`src/rtl/prio_pkg.sv`:
```
// Shared types and helpers for the registered priority / round-robin arbiter.
package prio_pkg;

  typedef enum logic {
    IDLE = 1'b0,
    HOLD = 1'b1
  } state_t;

  // Encoded index width; never narrower than one bit.
  function automatic int idx_w(input int n);
    return (n <= 2) ? 1 : $clog2(n);
  endfunction

endpackage

```
`src/rtl/prio_find_first.sv`:
```
// First set bit of vec at or above start, wrapping from N-1 back to 0.
module prio_find_first
  import prio_pkg::*;
#(
  parameter int N     = 8,
  parameter int IDX_W = idx_w(N)
) (
  input  logic [N-1:0]     vec,
  input  logic [IDX_W-1:0] start,
  output logic             found,
  output logic [IDX_W-1:0] idx
);

  int j;

  // Walk the circular order downward so the nearest set bit is the last write.
  always_comb begin
    found = 1'b0;
    idx   = '0;
    j     = 0;
    for (int k = N - 1; k >= 0; k--) begin
      j = int'(start) + k;
      if (j >= N) j = j - N;
      if (vec[j]) begin
        found = 1'b1;
        idx   = IDX_W'(j);
      end
    end
  end

endmodule

```
`src/rtl/prio_arb_rr.sv`:
```
// Registered N-input arbiter: fixed or round-robin priority, sticky grant held
// until ack, back-to-back re-arbitration on the ack edge.
module prio_arb_rr
  import prio_pkg::*;
#(
  parameter int N     = 8,
  parameter int IDX_W = idx_w(N)
) (
  input  logic             clk,
  input  logic             rst_n,
  input  logic [N-1:0]     req,
  input  logic             en,
  input  logic             rr_en,
  input  logic             ack,
  output logic             valid,
  output logic [IDX_W-1:0] idx,
  output logic [N-1:0]     gnt
);

  state_t           state, state_nxt;
  logic [IDX_W-1:0] ptr, idx_inc, start, win;
  logic             found, accept, load, drop;

  assign accept  = (state == HOLD) && ack;
  assign idx_inc = (idx == IDX_W'(N - 1)) ? '0 : idx + IDX_W'(1);

  // On an rr accept the pointer moves this edge, so search from its new value.
  assign start = !rr_en ? '0 : (accept ? idx_inc : ptr);

  prio_find_first #(.N(N), .IDX_W(IDX_W)) u_find (
    .vec   (req),
    .start (start),
    .found (found),
    .idx   (win)
  );

  always_comb begin
    state_nxt = state;
    load      = 1'b0;
    drop      = 1'b0;
    case (state)
      IDLE: begin
        if (en && found) begin
          load      = 1'b1;
          state_nxt = HOLD;
        end
      end
      HOLD: begin
        if (ack) begin
          if (en && found) begin
            load = 1'b1;
          end else begin
            drop      = 1'b1;
            state_nxt = IDLE;
          end
        end
      end
      default: state_nxt = IDLE;
    endcase
  end

  always_ff @(posedge clk) begin
    if (!rst_n) begin
      state <= IDLE;
      idx   <= '0;
      gnt   <= '0;
      ptr   <= '0;
    end else begin
      state <= state_nxt;
      if (load) begin
        idx <= win;
        gnt <= {{(N-1){1'b0}}, 1'b1} << win;
      end else if (drop) begin
        gnt <= '0;
      end
      if (accept && rr_en) ptr <= idx_inc;
    end
  end

  assign valid = (state == HOLD);

endmodule

```
`config.mk`:
```
export PLATFORM = sky130hd
export DESIGN_NAME = prio_arb_rr
export DESIGN_NICKNAME = d
export VERILOG_FILES = /design/src/rtl/prio_pkg.sv /design/src/rtl/prio_find_first.sv /design/src/rtl/prio_arb_rr.sv
export SDC_FILE = /design/constraint.sdc
export NUM_CORES = 1
export LEC_CHECK = 0
export BUFFER_PORTS_ARGS = -buffer_cell sky130_fd_sc_hd__buf_4
export CAP_MARGIN = 10
export CORE_UTILIZATION = 35
export DETAILED_ROUTE_END_ITERATION = 8
export GPL_TIMING_DRIVEN = 0
export PLACE_DENSITY = 0.53
export SKIP_LAST_GASP = 1
export SLEW_MARGIN = 20
export SYNTH_ARGS = -nofsm -noshare
export SYNTH_HDL_FRONTEND = slang
export SYNTH_SLANG_ARGS = --single-unit
```
`constraint.sdc`:
```
create_clock -name clk -period 4.4 [get_ports clk]
set_input_delay 0.88 -clock clk [delete_from_list [all_inputs] [get_ports clk]]
set_output_delay 0.88 -clock clk [all_outputs]
set_load 0.01 [all_outputs]
```
---- Word-level counts from Yosys, hierarchy flattened ----
Cells that the tools add are included.
cells by class
  equal/unequal tests ..................... 1
  $add $sub $neg .......................... 16
  mux-type cells .......................... 61
  $lt $le $gt $ge ......................... 16
  div/mod/pow operators ................... 0
  shifts and indexed selects .............. 1
  bitwise operators ....................... 1
  $mul .................................... 0
  reduce and logical (&&, ||, !) cells .... 4
operators by type and width
  cell                                                                 number
  < comparator 32 x 5 -> 1 bit (second input constant)                 8
  2-to-1 mux 32 bit                                                    8
  greater-or-equal comparator 32 x 5 -> 1 bit (second input constant)  7
  subtractor 32 x 5 -> 32 bit (second input constant)                  7
  2-to-1 mux 3 bit                                                     11
  2-to-1 mux 1 bit                                                     30
  binary-select mux 1 bit (select 3 bit)                               8
  adder 3 x 3 -> 4 bit (second input constant)                         4
  2-to-1 mux 8 bit                                                     2
  adder 3 x 2 -> 4 bit (second input constant)                         2
  << shifter 1 x 3 -> 8 bit (first input constant)                     1
  subtractor 3 x 4 -> 5 bit (second input constant)                    1
  adder 3 x 1 -> 4 bit (second input constant)                         1
  greater-or-equal comparator 3 x 4 -> 1 bit (second input constant)   1
  one-hot mux 1 bit (2 select lines)                                   2
  adder 3 x 1 -> 3 bit (second input constant)                         1
  == test 3 bit (second input constant)                                1
  logical AND 1 bit                                                    3
  nonzero test 2 bit                                                   1
  NOT 1 bit                                                            1
storage, ports and cells
  ROM bits ................................ 0
  logic and storage cells ................. 104
  memory bits (writable) .................. 0
  latch bits .............................. 0
  memories kept ........................... 0
  bits in registers ....................... 15

---- Logic depth before layout (Yosys ltp) ----
Gate-level depths: netlist of the first run.
  word-level depth ........................ 24
  depth in mapped cells ................... 17
  depth with buffers taken out ............ 14

---- By module ----
Synthesis of the first run repeated with hierarchy kept, for this count alone.
unflattened totals
  cell total of the unflattened synthesis .. 169
  area, all modules ....................... 1475.2 um2
modules (own cells, without submodules)
  module           area an instance (um2)  cells each  times used
  prio_find_first  782.0                   90          1
  prio_arb_rr      693.2                   79          1

---- Least setup slack after synthesis of the first run ----
Ideal clock, no wire load.
  path kind ............................... input -> register
  from .................................... input ack
  to ...................................... register gnt[5]
  data required time ...................... 4.313 ns
  path buffers ............................ 4
  setup slack ............................. 0.239 ns
  library setup time ...................... 0.087 ns
  arrival time ............................ 4.074 ns
  stages on the path ...................... 16
  cell sequence ........................... buf_2 > and4b_1 > o21ai_1 > inv_1 > clkbuf_1 > ha_1 > buf_2 > clkbuf_1 > nand2_1 > a221oi_1 > a311o_1 > a211oi_1 > mux4_2 > and4_1 > a211o_1 > o31ai_1
on the way
  cells in the longest elaborated chain, start to end .. 22
ends and longest elaborated chain
  element                                                                                            RTL line                              text
  start: declaration                                                                                 prio_arb_rr.sv:14                     input logic ack,
  logical AND 1 bit                                                                                  prio_arb_rr.sv:24                     assign accept = (state == HOLD) && ack;
  2-to-1 mux 3 bit (2 in series)                                                                     prio_arb_rr.sv:28                     assign start = !rr_en ? '0 : (accept ? idx_inc : ptr);
  adder 3 x 3 -> 4 bit                                                                               prio_find_first.sv:22                 j = int'(start) + k;
  subtractor 32 x 5 -> 32 bit / greater-or-equal comparator 32 x 5 -> 1 bit (equally long branches)  prio_find_first.sv:23                 if (j >= N) j = j - N;
  2-to-1 mux 32 bit                                                                                  prio_find_first.sv:23
  binary-select mux 1 bit (select 3 bit)                                                             prio_find_first.sv:24                 if (vec[j]) begin
  2-to-1 mux 1 bit (implied by the code) (2 in series)                                               prio_find_first.sv:24
  2-to-1 mux 1 bit (8 in series)                                                                     prio_find_first.sv:24
  logical AND 1 bit                                                                                  prio_arb_rr.sv:43, prio_arb_rr.sv:50
  2-to-1 mux 1 bit, on equally long branches                                                         prio_arb_rr.sv:43, prio_arb_rr.sv:50
  2-to-1 mux 1 bit                                                                                   prio_arb_rr.sv:49                     if (ack) begin
  one-hot mux 1 bit (2 select lines) / 2-to-1 mux 1 bit (equally long branches)                      prio_arb_rr.sv:41                     case (state)
  2-to-1 mux 8 bit / nonzero test 2 bit (equally long branches)                                      -
  end signal: assignment                                                                             prio_arb_rr.sv:72                     gnt <= {{(N-1){1'b0}}, 1'b1} << win;
  end: declaration                                                                                   prio_arb_rr.sv:17                     output logic [N-1:0] gnt
Parallel ways exist; a longest one is shown, timed or not. The select of a mux whose other input is x is not followed.
A chain may end at the register's enable or synchronous reset.

---- Worst setup path in the final report of the first run ----
Same ends and word-level chain as after synthesis.

==> metrics.md, run 1 <==
| Metric | Value |
|---|---|
| Worst-margin pin slew | 591 ps |
| Vias post-DR | 2,487 |
| Yosys warning count | 0 |
| IO buf count | 19 |
| Share of synthesized registers carrying an async set or reset | 0 |
| Distinct cell type count after synthesis | 63 |
| H-tree depth | 1 |
| Most common cell after layout, fill and taps aside | nand2_1 |
| Die area | 6630 um2 |
| Multi-input gate area | 1790 um2 |
| Row count | 28 |
| Syn avg cell area | 7.56 um2 |
| R2r setup slk | 270 ps |
| Post-Place Cell Area | 2440 um2 |
| Crit path time final | 4150 ps |
| Largest net degree at the start of global routing | 20 |
| RSZ-0062 raised after global routing | no |
| Mapped Cells | 292 |
| Crit path max fanout | 19 |
| Ys flop type | dfxtp_1 |
| FF/Latch Area | 300 um2 |
| Critical path cell sequence | buf_4, buf_2, and4b_1, o21ai_4, clkinvlp_4, ha_1, clkbuf_4, nand2b_1, a221oi_1, a311o_1, a211oi_1, mux4_2, and4_1, a211o_1, o31ai_1 |
| Initial Utilization | 0.369 |
| Register area share after synthesis | 0.136 |
| CP arrival | 4310 ps |
| Final setup violation count | 0 |
| Clock Latency Late Sink | 250 ps |
| CTS root buf | clkbuf_8 |
| Placer Congestion | 0.924 |
| Core area | 5990 um2 |
| Share of cells above drive strength 1 | 0.221 |
| Io pins | 25 |
| Outcome | completed |
| Die Wd | 81.4 um |
| Mapped Area | 2210 um2 |
| Nets@finish | 335 |
| Hold buffer count at cts | 0 |
| Drc violations | 0 |
| Hold Path Class | reg2reg |
| Antenna fix cells | 0 |
| Worst setup EP type | register |
| Placed wire-length estimate | 5700 um |
| Post-synth EDFFs | 0 |
| Final std cell area, no fill | 2570 um2 |
| Flip-flop and latch count after synthesis | 15 |
| Number of buffers created by CTS | 3 |
| Hold_ws | 462 ps |
| Tot GR Track Use | 0.232 |
| Max incr delay on CP | 500 ps |
| Leakage | 1.01 nW |
| First-pass GRT wire length | 11,600 um |
| Area growth from synthesis to layout | 16.2% |
| Slew HR | 0.603 |
| Req. time, crit path | 4560 ps |
| GRT overflow | 0 |
| Total wire length | 7300 um |
| DRT iter0 DRCs | 320 |
| TritonCTS sink count | 15 |
| Vias per inst | 6.34 |
| Pins Over Slew Limit | 0 |
| WP buf/inv | 4 |
| CP startpoint kind | input pin |
| Clock Skew | 3.77 ps |
| Max Fclk | 0.241 GHz |
| DR pass1 iterations | 5 |
| Antenna viol nets, final | 0 |
| FILL cells | 617 |
| Die Y | 81.4 um |
| CP max stage cell | mux4_2 |
| Number of antenna violations at the first check in global routing | 0 |
| Worst ir drop on vdd | 0.163 mV |
| Max clock buf depth | 2 |
| Pwr Density | 195 nW/um2 |
| WL/cell | 18.6 um |
| TritonCTS clock tree | yes |
| Number of global-route vias before repair | 2,226 |
| Crit path kind | in2reg |
| Fin. Hold Viols | 0 |
| Max Cap Viol | 0 |
| Final critical-path share of the clock period | 0.943 |
| Net count after synthesis | 309 |
| Family with the most delay on the worst path | compound AO/OA/AOI/OAI gates |
| Clk slew on worst S/H paths | 70 ps |
| Most frequent cells in the layout | 41 x nand2_1, 29 x buf_4, 25 x a21oi_1, 15 x dfxtp_1, 13 x a211oi_1 |
state kept, by name, summed over array words and instances (netlist names):
name	cells
valid	1
idx	3
gnt	8
ptr	3
final cells by class:
cell class,count,share of cell area
Buffer,22,0.0458
Clock buffer,3,0.0161
Clock inverter,1,0.00195
Inverter,10,0.0161
Multi-Input combinational cell,242,0.696
Sequential cell,15,0.117
Tap cell,75,0.0366
Timing Repair Buffer,24,0.0702
worst register-to-register path, cell delays in order (launching register included):
cell      delay, ps
dfxtp_1         340
ha_1            200
ha_1            200
and4bb_1        410
o21ai_4         120
inv_2           140
buf_4           210
ha_1            160
clkbuf_4        240
nand2b_1        130
a221oi_1         70
a311o_1         380
o211a_1         280
a211o_1         310
and3_1          210
a211o_1         400
o31ai_1         260
report_power, final:
| part | internal, mW | switching [mW] |
|---|---|---|
| combinational | 0.0985 | 0.140 |
| sequential | 0.143 | 0.00516 |
| clock | 0.0627 | 0.0500 |
logic make-up (layout without fill, tap and decap cells):
group	after synthesis	after routing	synth area share
adder cells (fa/ha/maj)	4	4	0.0227
buffers and inverters	35	60	0.0719
flip-flops	15	15	0.136
XOR/XNOR	1	1	0.00397
multiplexers	17	17	0.118
AND/OR/NAND/NOR	100	100	0.229
AO/OA/AOI/OAI	120	120	0.418
path summary, 6_finish.rpt:
check / from / endpoint / depth (start not counted)
worst max register to register: idx[0]$_SDFFE_PN0P_ / gnt[5]$_SDFFE_PN0P_ / 16
worst max-delay path: ack / gnt[5]$_SDFFE_PN0P_ / 15
worst min register to register: gnt[7]$_SDFFE_PN0P_ / gnt[7]$_SDFFE_PN0P_ / 2
worst min-delay path: gnt[7]$_SDFFE_PN0P_ / gnt[7]$_SDFFE_PN0P_ / 2
what timing repair did:
item                                    4_1_cts  5_1_grt
gates resized for setup                       5        8
pin swaps                                     0        3
setup buffers                                 0        5
endpoints found under the setup margin       11        9
cell usage after synthesis (2+ instances only):
cell,instances,area (um2)
and4_1,2,17.5
a2bb2oi_1,3,26.3
a21boi_0,2,15.0
nand2b_1,12,75.1
a21oi_1,25,125
nor2_1,10,37.5
buf_4,5,37.5
nand3_1,8,40.0
a211oi_1,16,120
o21ai_1,2,10.0
and3_1,8,50.1
a21o_1,3,22.5
nor4_1,2,12.5
a211o_1,11,96.3
o211ai_1,3,22.5
o2bb2ai_1,2,17.5
a221o_1,10,100
o22ai_1,2,12.5
o221ai_1,2,17.5
a221oi_1,2,17.5
buf_2,7,35.0
clkbuf_1,12,45.0
inv_1,8,30.0
o21a_1,3,22.5
mux4_2,7,158
nor3_1,4,20.0
o31ai_1,8,60.1
o2111ai_1,3,26.3
and2_1,4,25.0
nor3b_1,2,15.0
dfxtp_1,15,300
ha_1,4,50.1
a22oi_1,2,15.0
mux2_2,3,33.8
a21bo_1,2,20.0
o21ai_0,4,20.0
a31oi_1,2,12.5
nand2_1,41,154
mux2i_1,7,70.1
metal layers:
layer | share of wire | wire length (um) | GRT usage
met5 | 0 | 0 | 0
met1 | 0.46 | 3320 | 0.335
met2 | 0.44 | 3230 | 0.354
met4 | 0.023 | 170 | 0.0750
met3 | 0.078 | 570 | 0.0278
through the flow:
step                worst slack, ps  utilization  TNS (ps)  power, mW  cells
finish                          252        0.428         0      0.499    392
detailed placement             -747        0.408     -6790      0.378    386
CTS                            85.7        0.417         0      0.495    387
global placement               -831        0.408     -7630      0.380    386
floorplan                       239            -         0      0.314    292
global route                   6.17        0.428         0      0.532    392
No activity file was read; power rests on OpenSTA's default activity.
==> run 2, diff against run 1 <==
--- a/config.mk
+++ b/config.mk
@@ -5,12 +5,13 @@
 export SDC_FILE = /design/constraint.sdc
 export NUM_CORES = 1
 export LEC_CHECK = 0
+export ABC_AREA = 1
 export BUFFER_PORTS_ARGS = -buffer_cell sky130_fd_sc_hd__buf_4
 export CAP_MARGIN = 10
 export CORE_UTILIZATION = 35
 export DETAILED_ROUTE_END_ITERATION = 8
 export GPL_TIMING_DRIVEN = 0
-export PLACE_DENSITY = 0.53
+export PLACE_DENSITY = 0.55
 export SKIP_LAST_GASP = 1
 export SLEW_MARGIN = 20
 export SYNTH_ARGS = -nofsm -noshare
==> run 2 against run 1 <==
Critical path type is now reg2reg. Clock skew fell by 2.2 ps. Worst setup slack improved by 700 ps. Area after synthesis fell by 30%. Clock power barely moved. Via count fell by 37%. Highest routed layer unchanged. Utilization rose by 1.5 points. Sequential power barely moved.
==> metrics.md, run 2 <==
| Metric | Value |
|---|---|
| Outcome | completed |
| Share of synthesized registers carrying an async set or reset | 0 |
| Biggest regs | gnt: 8 flops, idx: 3 flops, ptr: 3 flops |
| Initial Utilization | 0.376 |
| Die Y | 68.7 um |
| Antenna viol nets, final | 0 |
| Largest net degree at the start of global routing | 11 |
| Tot GR Track Use | 0.184 |
| Final setup TNS | 0 ps |
| Clk slew on worst S/H paths | 60 ps |
| Pins Over Slew Limit | 0 |
| Register area share after synthesis | 0.193 |
| Post_cts resized | 0 |
| Antenna fix cells | 0 |
| Sw frac | 0.396 |
| Mapped Cells | 249 |
| Slew HR | 0.680 |
| Io pins | 25 |
| GRT overflow | 0 |
| Number of antenna violations at the first check in global routing | 0 |
| CP startpoint kind | register |
| Leakage | 0.938 nW |
| CTS root buf | clkbuf_8 |
| Post-synth EDFFs | 0 |
| TritonCTS clock tree | yes |
| Drc violations | 0 |
| RSZ-0062 raised after global routing | no |
| Core area | 4140 um2 |
| Crit path kind | reg2reg |
| Internal cell power | 0.275 mW |
| Share of cells above drive strength 1 | 0.275 |
| Worst ir drop on vdd | 0.118 mV |
| Max reg flops | 8 |
| Most frequent cells in the layout | 73 x nand2_1, 36 x nand3_1, 28 x inv_1, 23 x buf_4 |
| Vias per inst | 4.82 |
| Worst-margin pin slew | 479 ps |
| Die area | 4720 um2 |
| Vias post-DR | 1,570 |
| Ys flop type | dfxtp_1 |
| DRT iter0 DRCs | 63 |
| Post-CTS Repair Setup Buffers | 0 |
| Hold Path Class | reg2reg |
| Crit path time final | 3450 ps |
| Worst setup EP type | register |
| Hold Path Origin | gnt[2]$_SDFFE_PN0P_ |
| Pwr Density | 248 nW/um2 |
| Mapped Area | 1560 um2 |
| Worst Setup SP | idx[0]$_SDFFE_PN0P_ |
| Worst Setup Slack, final | 950 ps |
| Nets@finish | 294 |
| Number of global-route vias before repair | 1,371 |
| Switching power | 0.180 mW |
| Share of power burned in registers | 0.328 |
| Critical path endpoint | gnt[2]$_SDFFE_PN0P_ |
| Max Fclk | 0.290 GHz |
| Post-place setup slack | 768 ps |
| Max clock buf depth | 2 |
| R2r startpoint | idx[0]$_SDFFE_PN0P_ |
| Fin. Hold Viols | 0 |
| Largest cells by area after synthesis | dfxtp_1 19%, nand2_1 18%, nand3_1 12% |
| Cell taking the most area after synthesis | dfxtp_1 |
| Clk pwr share | 0.251 |
| R2r setup slk | 950 ps |
| Number of buffers created by CTS | 3 |
| Hold buffer count at cts | 0 |
| Top reg by flops | gnt |
| Placer Congestion | 0.820 |
| TritonCTS sink count | 15 |
| Final setup violation count | 0 |
| First-pass GRT wire length | 6500 um |
| Max Cap Viol | 0 |
| Area growth from synthesis to layout | 18.1% |
| Total wire length | 3810 um |
| Yosys warning count | 0 |
| R2r endpoint | gnt[2]$_SDFFE_PN0P_ |
| Net count after synthesis | 266 |
| DR pass1 iterations | 4 |
| Placed wire-length estimate | 3150 um |
| Clock Latency Late Sink | 250 ps |
| Flip-flop and latch count after synthesis | 15 |
| Combinational share of power | 0.421 |
| Die Wd | 68.7 um |
| Clock Skew | 1.58 ps |
| Req. time, crit path | 4580 ps |
| WL/cell | 11.7 um |
| Distinct cell type count after synthesis | 27 |
| Worst R2R Path Depth | 22 |
| CP arrival | 3630 ps |
| Most common cell after layout, fill and taps aside | nand2_1 |
| Final critical-path share of the clock period | 0.784 |
| IO buf count | 23 |
| H-tree depth | 1 |
| List of most frequent post-synthesis cells | 73 x nand2_1, 36 x nand3_1, 28 x inv_1 |
| Row count | 23 |
| Syn avg cell area | 6.25 um2 |
| Count leader, synth | nand2_1 |
| Crit path max fanout | 10 |
| Synth top area share | 0.193 |
[run 2: cell types whose count changed in the layout (fill, tap and decap cells not counted), moves of 10 or more]
cell      previous run  this run
a211o_1             11         0
a211oi_1            13         1
a221o_1             10         0
inv_1                7        28
nand2_1             41        73
nand2_2              0        12
nand2b_1            12         0
nand3_1              8        36
nand3_2              0        13
[run 2: final cells by class]
type	count	area (um2)
Buffer	3	35.0
Inverter	35	135
Fill cell	477	2310
Tap cell	50	62.6
Clock buffer	3	41.3
Sequential cell	15	300
Timing Repair Buffer	23	173
Clock inverter	1	5.00
Multi-Input combinational cell	196	1090
[run 2: logic make-up (layout without fill, tap and decap cells)]
kind of cell               after synthesis  after routing  synth area share
AOI/OAI and AO/OA                       26             26            0.0989
adders and majority gates                4              4            0.0322
buffers and inverters                   38             65             0.109
DFF                                     15             15             0.193
and+or+nand+nor                        166            166             0.567
[run 2: how the worst min path moves through the flow]
| stage | endpoint | slack, ps | depth (start not counted) |
|---|---|---|---|
| 6_report | gnt[2]$_SDFFE_PN0P_ | 470 | 2 |
| 2_1_floorplan | ptr[1]$_SDFFE_PN0P_ | 460 | 2 |
| 5_1_grt | gnt[7]$_SDFFE_PN0P_ | 490 | 2 |
| 4_1_cts | gnt[2]$_SDFFE_PN0P_ | 470 | 2 |
| 3_5_place_dp | gnt[7]$_SDFFE_PN0P_ | 460 | 2 |
| 3_3_place_gp | gnt[7]$_SDFFE_PN0P_ | 460 | 2 |
[run 2: routing by layer]
| layer | vias to the layer above | global-route usage | share of wire |
|---|---|---|---|
| li1 | 861 | - | - |
| met1 | 690 | 0.272 | 0.53 |
| met2 | 15 | 0.284 | 0.44 |
| met3 | 4 | 0.0197 | 0.020 |
| met4 | 0 | 0.0391 | 0.010 |
| met5 | - | 0 | 0 |
[run 2: power by group through the flow]
| stage | clock [mW] | combinational [mW] | sequential (mW) |
|---|---|---|---|
| 2_1_floorplan | 0 | 0.138 | 0.155 |
| 3_3_place_gp | 0 | 0.191 | 0.152 |
| 3_5_place_dp | 0 | 0.192 | 0.153 |
| 4_1_cts | 0.116 | 0.193 | 0.150 |
| 5_1_grt | 0.122 | 0.220 | 0.150 |
| 6_report | 0.114 | 0.192 | 0.149 |
[run 2: critical path, stage by stage, from the launching register on]
cell     delay (ps)
dfxtp_1         340
ha_1            210
ha_1            190
inv_1            90
nand2_1          90
o21ai_4         350
inv_4           130
ha_1            430
inv_1           240
nand3_1         160
nand3_1         130
nand2_1          70
inv_1            50
nand2_1          40
nand2_1          50
nand2_1          50
nand2_1          70
nand2_1          50
nand2_1          90
nand2_1          70
a21oi_1         220
nand3_1         120
a21oi_1         130
[run 2: metrics by stage]
stage | area, um2 | cells | power, mW | hold slack [ps] | utilization
after floorplan | 1560 | 249 | 0.293 | 458 | -
after global placement | 1790 | 322 | 0.343 | 458 | 0.432
after detailed placement | 1790 | 322 | 0.344 | 459 | 0.432
after CTS | 1840 | 326 | 0.459 | 470 | 0.444
after global routing | 1840 | 326 | 0.492 | 487 | 0.444
final | 1840 | 326 | 0.455 | 469 | 0.444
==> run 3, diff against run 2 <==
--- a/config.mk
+++ b/config.mk
@@ -11,7 +11,7 @@
 export CORE_UTILIZATION = 35
 export DETAILED_ROUTE_END_ITERATION = 8
 export GPL_TIMING_DRIVEN = 0
-export PLACE_DENSITY = 0.55
+export PLACE_DENSITY = 0.53
 export SKIP_LAST_GASP = 1
 export SLEW_MARGIN = 20
 export SYNTH_ARGS = -nofsm -noshare
==> constraint.sdc (replaced) <==
create_clock -name clk -period 3.34 [get_ports clk]
set_input_delay 0.668 -clock clk [delete_from_list [all_inputs] [get_ports clk]]
set_output_delay 0.668 -clock clk [all_outputs]
set_load 0.01 [all_outputs]
==> run 3 against run 2 <==
Non-clock buffer count increased by 1. Sequential share of layout area decreased by 0.22 points. Combinational power increased by 33%. Via count increased by 1.3%. Register-to-register slack got worse by 590 ps. Maximum frequency increased by 16%. First-iteration DRC count increased by 22%. Critical path type unchanged. Highest routed layer unchanged.
==> metrics.md, run 3 (same netlist as run 2, synthesis figures left out) <==
| Metric | Value |
|---|---|
| Outcome | completed |
| Pwr Density | 324 nW/um2 |
| Post-Place Cell Area | 1790 um2 |
| Vias per inst | 4.86 |
| Max Cap Viol | 0 |
| Row count | 23 |
| Antenna viol nets, final | 0 |
| Nets@finish | 295 |
| Critical path cell sequence | ha_1, ha_1, inv_1, nand2_1, o21ai_4, inv_4, ha_4, inv_1, nand3_1, nand2_1, nor2_1, nand2_1, nand2_1, nand2_1, nand2_1, nand2_1, nand2_1, nand2_1, nand2_1, a21oi_1, nand3_1, a21oi_1 |
| CP arrival | 3160 ps |
| TritonCTS sink count | 15 |
| Most Frequent Cell on Critical Path | nand2_1 |
| Post-place setup slack | -54.8 ps |
| Crit path time final | 2980 ps |
| Crit path kind | reg2reg |
| WL/cell | 11.8 um |
| Placed wire-length estimate | 3150 um |
| Antenna fix cells | 0 |
| IO buf count | 23 |
| Final std cell area, no fill | 1860 um2 |
| Final setup violation count | 0 |
| Number of global-route vias before repair | 1,282 |
| Placer Congestion | 0.849 |
| Slew HR | 0.684 |
| CP max stage cell | dfxtp_1 |
| Hold_ws | 464 ps |
| Most common cell after layout, fill and taps aside | nand2_1 |
| Fin. Hold Viols | 0 |
| Worst setup EP type | register |
| Share of cells above drive strength 1 | 0.285 |
| Leakage | 0.946 nW |
| Tot GR Track Use | 0.175 |
| Area growth from synthesis to layout | 19.7% |
| Worst ir drop on vdd | 0.102 mV |
| Clock Skew | 10.3 ps |
| Total wire length | 3850 um |
| CP startpoint kind | register |
| Final setup TNS | 0 ps |
| Core Util, Final | 0.450 |
| Max reg flops | 8 |
| Initial Utilization | 0.376 |
| Crit path max fanout | 9 |
| Io pins | 25 |
| Hold Path Class | reg2reg |
| Largest net degree at the start of global routing | 11 |
| Final critical-path share of the clock period | 0.893 |
| Die Y | 68.7 um |
| Number of antenna violations at the first check in global routing | 0 |
| Overall power | 0.603 mW |
| DRT iter0 DRCs | 77 |
| Clk slew on worst S/H paths | 70 ps |
| Max incr delay on CP | 340 ps |
| GRT overflow | 0 |
| Vias post-DR | 1,590 |
| H-tree depth | 1 |
| DR pass1 iterations | 4 |
| Core area | 4140 um2 |
| RSZ-0062 raised after global routing | no |
| Die Wd | 68.7 um |
| Max clock buf depth | 2 |
| Number of buffers created by CTS | 3 |
| Biggest regs | gnt: 8 flops, idx: 3 flops, ptr: 3 flops |
| Clock Latency Late Sink | 250 ps |
| Top reg by flops | gnt |
| Finished Layout Cells | 327 |
| Worst Setup Slack, final | 357 ps |
| Die area | 4720 um2 |
| Most frequent cells in the layout | 73 x nand2_1, 35 x nand3_1, 28 x inv_1, 24 x buf_4 |
| Pins Over Slew Limit | 0 |
| Drc violations | 0 |
| Req. time, crit path | 3520 ps |
| Max Fclk | 0.335 GHz |
| CTS root buf | clkbuf_8 |
| Worst-margin pin slew | 474 ps |
| TritonCTS clock tree | yes |
| Placed Cells | 322 |
| First-pass GRT wire length | 6140 um |
==> run 3: cell count changes in the layout (fill, tap and decap cells not counted) <==
cell	before	now
buf_4	23	24
ha_1	4	3
ha_4	0	1
nand3_2	13	14
nand3_1	36	35
==> run 3: power by group <==
group | internal (mW) | switching, mW
registers | 0.189 | 0.00768
clock network | 0.0827 | 0.0675
logic | 0.0931 | 0.163
==> run 3: path summary, 6_finish.rpt <==
check / start / endpoint / slack, ps / depth (start not counted)
max: idx[0]$_SDFFE_PN0P_ / gnt[2]$_SDFFE_PN0P_ / 360 / 22
max reg2reg: idx[0]$_SDFFE_PN0P_ / gnt[2]$_SDFFE_PN0P_ / 360 / 22
min reg2reg: gnt[7]$_SDFFE_PN0P_ / gnt[7]$_SDFFE_PN0P_ / 460 / 2
min: gnt[7]$_SDFFE_PN0P_ / gnt[7]$_SDFFE_PN0P_ / 460 / 2
==> run 3: final cells by class <==
class	count	area [um2]
fill	474	2280
multi-input combinational	196	1100
sequential	15	300
timing repair buffer	24	180
inverter	35	135
tap	50	62.6
clock buffer	3	41.3
buffer	3	35.0
clock inverter	1	5.00
==> run 3: what timing repair did <==
action                     CTS  global route
pin swaps                    1             0
hold buffers                 0             0
setup endpoints to repair    3            10
setup buffers                1             0
gates resized for setup      0             3
==> run 3: layer usage <==
metal	part of all wire	routed length, um	GRT usage
met5	0	0	0
met4	0.012	45	0.0469
met3	0.034	130	0.0296
met2	0.42	1630	0.255
met1	0.53	2050	0.261
==> run 3: worst max-delay path, delay by kind of cell, from the launching register on <==
kind | cells | cell delay, ps
DFF | 1 | 340
AOI/OAI and AO/OA | 3 | 520
adders and majority gates | 3 | 680
and+or+nand+nor | 13 | 1010
buffers and inverters | 3 | 360
